[src/rtl/osd_scm_ctrl.sv]
// Subnet control module register back end: system info, system/CPU resets.
// Optional timed reset-pulse engine at 0x205 when OSD_SCM_CTRL_PULSE_EN is defined.
module osd_scm_ctrl #(
    parameter logic [15:0] SYSTEMID      = 16'h0,
    parameter logic [15:0] NUM_MOD       = 16'h0,
    parameter logic [15:0] MAX_PKT_LEN   = 16'h0,
    parameter int          NUM_CPU       = 1,
    parameter int          RST_PULSE_LEN = 16
) (
    input  logic               clk,
    input  logic               rst,
    input  logic               reg_request,
    input  logic               reg_write,
    input  logic [15:0]        reg_addr,
    input  logic [1:0]         reg_size,
    input  logic [15:0]        reg_wdata,
    output logic               reg_ack,
    output logic               reg_err,
    output logic [15:0]        reg_rdata,
    output logic               sys_rst,
    output logic [NUM_CPU-1:0] cpu_rst
);

    logic [1:0]         sysctrl;
    logic [NUM_CPU-1:0] cpu_mask;
    logic               busy;
    logic               accept;
    logic               mapped;
    logic               ro;
    logic               err_c;
    logic               wr_en;
    logic [15:0]        rd_val;
    logic               sys_rst_next;

    // A request seen while its ack is still out is the same access.
    assign accept = reg_request & ~reg_ack;

    always_comb begin
        mapped = 1'b0;
        ro     = 1'b0;
        rd_val = 16'h0;
        case (reg_addr)
            16'h0200: begin
                mapped = 1'b1;
                ro     = 1'b1;
                rd_val = SYSTEMID;
            end
            16'h0201: begin
                mapped = 1'b1;
                ro     = 1'b1;
                rd_val = NUM_MOD;
            end
            16'h0202: begin
                mapped = 1'b1;
                ro     = 1'b1;
                rd_val = MAX_PKT_LEN;
            end
            16'h0203: begin
                mapped = 1'b1;
                rd_val = {14'b0, sysctrl};
            end
            16'h0204: begin
                mapped = 1'b1;
                rd_val = 16'(cpu_mask);
            end
`ifdef OSD_SCM_CTRL_PULSE_EN
            16'h0205: begin
                mapped = 1'b1;
                rd_val = {15'b0, busy};
            end
`endif
            default: begin
                mapped = 1'b0;
            end
        endcase
    end

    assign err_c = ~mapped | (reg_size != 2'd1) | (reg_write & ro);
    assign wr_en = accept & reg_write & ~err_c;

    always_ff @(posedge clk or posedge rst) begin
        if (rst) begin
            reg_ack   <= 1'b0;
            reg_err   <= 1'b0;
            reg_rdata <= 16'h0;
            sysctrl   <= 2'b0;
            cpu_mask  <= '1;
        end else begin
            reg_ack   <= accept;
            reg_err   <= accept & err_c;
            reg_rdata <= (accept & ~err_c & ~reg_write) ? rd_val : 16'h0;
            if (wr_en && reg_addr == 16'h0203)
                sysctrl <= reg_wdata[1:0];
            if (wr_en && reg_addr == 16'h0204)
                cpu_mask <= reg_wdata[NUM_CPU-1:0];
        end
    end

`ifdef OSD_SCM_CTRL_PULSE_EN
    localparam int CW = $clog2(RST_PULSE_LEN + 1);
    localparam logic [CW-1:0] CNT_LOAD = CW'(RST_PULSE_LEN - 1);

    typedef enum logic {
        IDLE,
        ACTIVE
    } state_t;

    state_t        state, state_next;
    logic [CW-1:0] cnt, cnt_next;
    logic          pulse_go;

    assign pulse_go = wr_en & (reg_addr == 16'h0205) & reg_wdata[0];

    always_ff @(posedge clk or posedge rst) begin
        if (rst) begin
            state <= IDLE;
            cnt   <= '0;
        end else begin
            state <= state_next;
            cnt   <= cnt_next;
        end
    end

    // A trigger while active reloads, so the pulse is extended.
    always_comb begin
        state_next = state;
        cnt_next   = cnt;
        case (state)
            IDLE: begin
                if (pulse_go) begin
                    state_next = ACTIVE;
                    cnt_next   = CNT_LOAD;
                end
            end
            ACTIVE: begin
                if (pulse_go)
                    cnt_next = CNT_LOAD;
                else if (cnt != '0)
                    cnt_next = cnt - CW'(1);
                else
                    state_next = IDLE;
            end
            default: begin
                state_next = IDLE;
            end
        endcase
    end

    assign busy = (state == ACTIVE);
`else
    assign busy = 1'b0;
`endif

    assign sys_rst_next = sysctrl[0] | busy;

    always_ff @(posedge clk or posedge rst) begin
        if (rst) begin
            sys_rst <= 1'b0;
            cpu_rst <= '0;
        end else begin
            sys_rst <= sys_rst_next;
            cpu_rst <= {NUM_CPU{sys_rst_next}} | (cpu_mask & {NUM_CPU{sysctrl[1]}});
        end
    end

    logic unused_wdata;
    assign unused_wdata = ^reg_wdata;

endmodule

[config.mk]
export PLATFORM = sky130hd
export DESIGN_NAME = osd_scm_ctrl
export DESIGN_NICKNAME = d
export VERILOG_FILES = /design/src/rtl/osd_scm_ctrl.sv
export SDC_FILE = /design/constraint.sdc
export NUM_CORES = 1
export LEC_CHECK = 0
export ABC_AREA = 1
export CORE_AREA = 2 2 70 46
export CTS_CLUSTER_DIAMETER = 150
export CTS_CLUSTER_SIZE = 25
export DETAILED_ROUTE_END_ITERATION = 6
export DIE_AREA = 0 0 72 48
export HOLD_SLACK_MARGIN = 0.02
export SLEW_MARGIN = 5
export SYNTH_ARGS = -nofsm -noshare
export SYNTH_HDL_FRONTEND = slang
export SYNTH_SLANG_ARGS = --single-unit
[constraint.sdc]
create_clock -name clk -period 2.22 [get_ports clk]
set_clock_uncertainty 0.2 [all_clocks]
set_input_delay 0.444 -clock clk [delete_from_list [all_inputs] [get_ports clk]]
set_output_delay 0.444 -clock clk [all_outputs]
set_load 0.05 [all_outputs]
==> summary.md, run 1 <==
| Metric | Value |
|---|---|
| Post-DR vias/cell | `3.77` |
| Min Hold Slack | `235 ps` |
| Hold Startpoint | `sysctrl[0]$_DFFE_PP0P_` |
| Startpoint Class | `flop` |
| Top cell type's share of synthesized area | `between 20% and 30%` |
| Num CTS Buffers | `3` |
| Total power draw | `a little under 0.5 mW` |
| Buffers on Ports | `29` |
| Hold WC Path Type | `reg2reg` |
| Area contributors post-synth | `dfrtp_1 (30%), buf_4 (16%), nor2_1 (11%), nand2_1 (8.9%), inv_1 (6.1%)` |
| Initial Util | `between 20% and 30%` |
| Max Cap Viol | `0` |
| # fillers | `299` |
| Clk buf depth | `2` |
| Most frequent cells in the layout | `clkdlybuf4s50_1 (29), nor2_1 (19), nand2_1 (16)` |
| WL final | `roughly 1500 µm` |
| Clk slew on worst S/H paths | `40 ps` |
| Worst Path Buf+Inv | `1` |
| CP max stage delay | `800 ps` |
| Final Hold Viols | `0` |
| Final period demand of the worst path | `2010 ps` |
| Post-CTS setup buffers | `0` |
| Net Sw Frac | `about 30%` |
| Multi-input logic area | `~340 µm²` |
| Avg WL per Cell | `9.05 µm` |
| Distinct cells, synth | `18` |
| Unrepaired setup endpoints after global routing | `false` |
| Internal power | `0.341 mW` |
| H-tree depth | `1` |
| Vias in the first global route | `614` |
| Initial antenna violation count | `0` |
| Layout cell share with drive strength beyond 1 | `12.5%` |
| Fmax | `496 MHz` |
| Crit-path cells | `clkdlybuf4s50_1` |
| Routability Congestion | `about 0.74` |
| Post-synthesis cell area | `673 µm²` |
| All-Layer GR Usage | `a little under a tenth` |
| Sink Count | `9` |
| Register area share after synthesis | `33.6%` |
| Slowest cell on crit path | `clkdlybuf4s50_1` |
| Hpwl dp | `1310 µm` |
| Setup TNS | `0 ps` |
| First-pass GRT wire length | `2470 µm` |
| CP top delay family | `buffers and inverters` |
| Vias | `about 600` |
| CTS Hold Buffers Added | `0` |
| FF-to-FF Start | `reg_ack$_DFF_PP0_` |
| CP arrival | `1370 ps` |
| I/O pins | `58` |
| Core area | `0.00276 mm²` |
| Reg power frac | `34.3%` |
| Period utilisation layout | `90.8%` |
| Final setup vio count | `0` |
| Critical setup path kind | `reg2out` |
| Status | `completed` |
| Final ANT Viol Nets | `0` |
| Clock power frac | `between 30% and 40%` |
| Most common cell after layout, fill and taps aside | `clkdlybuf4s50_1` |
| Area leader, netlist | `dfrtp_1` |
| Max VDD drop | `0.183 mV` |
| PwrDens | `489 mW/mm²` |
| Clock root buffer | `clkbuf_8` |
| Skew-Pair Late Insertion Delay | `about 230 ps` |
| # DRC | `0` |
| Comb pwr share | `28.3%` |
| Syn Inst Count | `95` |
| Crit end category | `primary output` |
| Reg area | `226 µm²` |
| Slew Limit Fails | `0` |
| Initial drt markers | `10` |
| Pre-Repair DR Iteration Count | `2` |
| Die width | `72 µm` |
| Antenna Cells | `0` |
| Crit path from | `reg_ack$_DFF_PP0_` |
| Psw | `0.149 mW` |
| Synth-to-Final Area Change | `48.9%` |
| Synth Area per Inst | `7.09 µm²` |
| Largest net degree at the start of global routing | `10` |
| Yosys warns | `0` |
| Site Rows | `15` |
| Die ar. | `0.00346 mm²` |
| Critical Path RT | `roughly 1600 ps` |
| Grt total ovfl | `0` |
| CTS tree | `yes` |
| Die Ht | `48 µm` |
| Leakage | `0.477 nW` |
| Nets | `between 150 and 200` |
| CTS resizes | `0` |
| Yosys reg bits | `9` |
| Crit-path max FO | `2` |
## final timing paths
kind,slack [ps],endpoint,cells after the start
worst max-delay path,210,reg_ack,1
worst min-delay path,230,sys_rst$_DFF_PP0_,0
worst max register to register,930,cpu_mask$_DFFE_PP1P_,5
worst min register to register,230,sys_rst$_DFF_PP0_,0
max in group asynchronous,1250,cpu_mask$_DFFE_PP1P_,2
min in group asynchronous,280,reg_rdata[0]$_DFF_PP0_,2
## synthesized netlist by cell type (all sizes together)
cell / n
nor2: 24
nand2: 17
buf: 14
inv: 14
dfrtp: 8
nand3: 7
a21oi: 3
nand4: 3
a21o: 1
conb: 1
dfstp: 1
nor3b: 1
o211ai: 1
## worst register-to-register path, delay by kind of cell, from the launching register on
family                 cells  cell delay [ps]
and+or+nand+nor            3              390
DFF                        1              370
AOI/OAI and AO/OA          1              180
buffers and inverters      1               80
## area by class of cell
cell class / count / share of cell area, %
multi-input combinational: 71 / 33.7
tap: 34 / 4.24
inverter: 14 / 5.24
clock buffer: 4 / 4.49
sequential: 9 / 22.6
timing repair buffer: 30 / 29.7
## per-layer routing
| layer | track usage [%] | up-vias | routed length (µm) |
|---|---|---|---|
| li1 | - | 330 | - |
| met1 | 11.5 | 259 | 680 |
| met2 | 16.7 | 21 | 689 |
| met3 | 3.16 | 0 | 97 |
| met4 | 2.26 | 0 | 0 |
| met5 | 0 | - | 0 |
## power by group through the flow
stage	Sequential (mW)	Combinational, mW	Clock (mW)
after floorplan	0.179	0.0930	0
after global placement	0.170	0.137	0
after detailed placement	0.171	0.139	0
after CTS	0.168	0.139	0.187
after global routing	0.168	0.148	0.202
final	0.168	0.139	0.183
## sequential cells by signal, summed over array words and instances, names as in the netlist
signal	flops
cpu_rst	1
reg_rdata	2
reg_err	1
cpu_mask	1
reg_ack	1
sys_rst	1
sysctrl	2
## logic make-up after synthesis
logic type,after synthesis,share of synthesized area [%]
simple gates,52,37.9
buf+inv,28,23.4
flops,9,33.6
compound gates,5,4.46
other cells,1,0.557
## per-stage QoR
step	area, µm²	worst slack, ps	utilization (%)	instances
final	1000	205	36.3	162
after global routing	1000	165	36.3	162
after CTS	1000	188	36.3	162
after detailed placement	957	148	34.7	158
after global placement	957	154	34.7	158
after floorplan	722	725	-	108
Power figures use the tool's default switching activity.
==> inputs of run 2 (changes only) <==
- CTS_BUF_LIST: default -> sky130_fd_sc_hd__clkbuf_2
==> run 2 against run 1 <==
Against the previous run:
- sequential share of layout area increased by 0.58 points
- fmax shrank 0.97%
- core utilization down 0.91 points
- clock power shrank 45%
- sequential power hardly changed
- die area did not move
- hold slack better by 11 ps
- cell count unchanged
- non-clock buffer count unchanged
- global-route usage shrank 0.14 points
- critical path depth unchanged
- first-iteration DRC count shrank 30%
- critical path type unchanged
- critical endpoint unchanged
==> summary.md, run 2 (synthesis results as in run 1) <==
| Metric | Value |
|---|---|
| CP arrival | `1390 ps` |
| R2R Path End | `cpu_mask$_DFFE_PP1P_` |
| Total power draw | `0.407 mW` |
| Critical setup path kind | `reg2out` |
| Post-DR vias/cell | `3.73` |
| Synth-to-Final Area Change | `45.2%` |
| Min Hold Slack | `246 ps` |
| Worst Path Buf+Inv | `1` |
| Setup TNS | `0 ps` |
| Initial Util | `24.4%` |
| Final setup vio count | `0` |
| Buffers on Ports | `29` |
| Final period demand of the worst path | `2030 ps` |
| Die ar. | `0.00346 mm²` |
| Hpwl dp | `1310 µm` |
| Grt total ovfl | `0` |
| Core area | `0.00276 mm²` |
| Status | `completed` |
| Crit-path max FO | `2` |
| Clk slew on worst S/H paths | `around 90 ps` |
| FF-to-FF Start | `reg_ack$_DFF_PP0_` |
| I/O pins | `58` |
| Crit end category | `primary output` |
| CTS tree | `yes` |
| # fillers | `306` |
| All-Layer GR Usage | `9.31%` |
| Most frequent cells in the layout | `clkdlybuf4s50_1 (29), nor2_1 (19), nand2_1 (16)` |
| Vias in the first global route | `a little over 600` |
| Period utilisation layout | `91.6%` |
| CTS resizes | `0` |
| Routability Congestion | `0.743` |
| Critical Path RT | `1580 ps` |
| Sink Count | `9` |
| Final Hold Viols | `0` |
| Avg WL per Cell | `8.95 µm` |
| CTS Hold Buffers Added | `0` |
| Initial antenna violation count | `0` |
| Initial drt markers | `7` |
| PwrDens | `417 mW/mm²` |
| Slowest cell on crit path | `clkdlybuf4s50_1` |
| CP top delay family | `buffers and inverters` |
| Die Ht | `approximately 48 µm` |
| Unrepaired setup endpoints after global routing | `false` |
| Crit-path cells | `clkdlybuf4s50_1` |
| Pre-Repair DR Iteration Count | `2` |
| Largest net degree at the start of global routing | `10` |
| # DRC | `0` |
| DP Area | `957 µm²` |
| Die width | `72 µm` |
| Num CTS Buffers | `3` |
| Setup ws final | `185 ps` |
| Leakage | `roughly 0.47 nW` |
| Biggest regs | `reg_rdata: 2 flops, sysctrl: 2 flops` |
| First-pass GRT wire length | `2440 µm` |
| R2R setup slack | `930 ps` |
| Max VDD drop | `0.133 mV` |
| Layout cell share with drive strength beyond 1 | `13.3%` |
| Fmax | `between 400 and 500 MHz` |
| Crit path from | `reg_ack$_DFF_PP0_` |
| Final ANT Viol Nets | `0` |
| Critical Path Stages | `1` |
| Clock root buffer | `clkbuf_2` |
| Startpoint Class | `flop` |
| Site Rows | `15` |
| Post-Place Worst Slack | `148 ps` |
| Finished layout cell area | `977 µm²` |
| Slew Limit Fails | `0` |
| Clk buf depth | `2` |
| WL final | `1450 µm` |
| Skew-Pair Late Insertion Delay | `240 ps` |
| Antenna Cells | `0` |
| Max Cap Viol | `0` |
| Hold WC Path Type | `in2async` |
| Most common cell after layout, fill and taps aside | `clkdlybuf4s50_1` |
| Worst Setup EP | `reg_ack` |
| H-tree depth | `1` |
| Vias | `605` |
| Nets | `167` |
| Post-CTS setup buffers | `0` |
| Path depth of the worst reg2reg path | `5` |
| CP max stage delay | `800 ps` |
## run 2: cell types whose count changed in the layout (fill, tap and decap cells not counted)
cell	change
clkbuf_1	-1
clkbuf_2	+4
clkbuf_8	-3
## run 2: final cells by class
| cell class | count | area, µm² | area share [%] |
|---|---|---|---|
| Timing Repair Buffer | 30 | 298 | 30.5 |
| Sequential cell | 9 | 226 | 23.2 |
| Inverter | 14 | 52.6 | 5.38 |
| Tap cell | 34 | 42.5 | 4.35 |
| Multi-Input combinational cell | 71 | 338 | 34.6 |
| Clock buffer | 4 | 20.0 | 2.05 |
## run 2: where the power goes
group	switching (mW)	leakage (nW)	internal, mW
Clock	0.0532	0.0166	0.0479
Combinational	0.0900	0.335	0.0487
Sequential	0.000919	0.119	0.166
## run 2: worst min-delay path by stage
stage,end,depth (start not counted)
5_1_grt,sys_rst$_DFF_PP0_,2
2_1_floorplan,cpu_rst$_DFF_PP0_,1
4_1_cts,sys_rst$_DFF_PP0_,0
3_5_place_dp,sys_rst$_DFF_PP0_,0
3_3_place_gp,sys_rst$_DFF_PP0_,0
6_report,sys_rst$_DFF_PP0_,2
## run 2: routing by layer
metal | vias up | wire (µm) | GRT usage [%]
met5 | - | 0 | 0
met4 | 0 | 0 | 2.26
met3 | 0 | 97 | 3.16
met2 | 20 | 666 | 16.3
met1 | 255 | 685 | 11.4
li1 | 330 | - | -
## run 2: through the flow
step	instances	util [%]
after CTS	162	35.4
after floorplan	108	-
after detailed placement	158	34.7
after global placement	158	34.7
final	162	35.4
after global routing	162	35.4
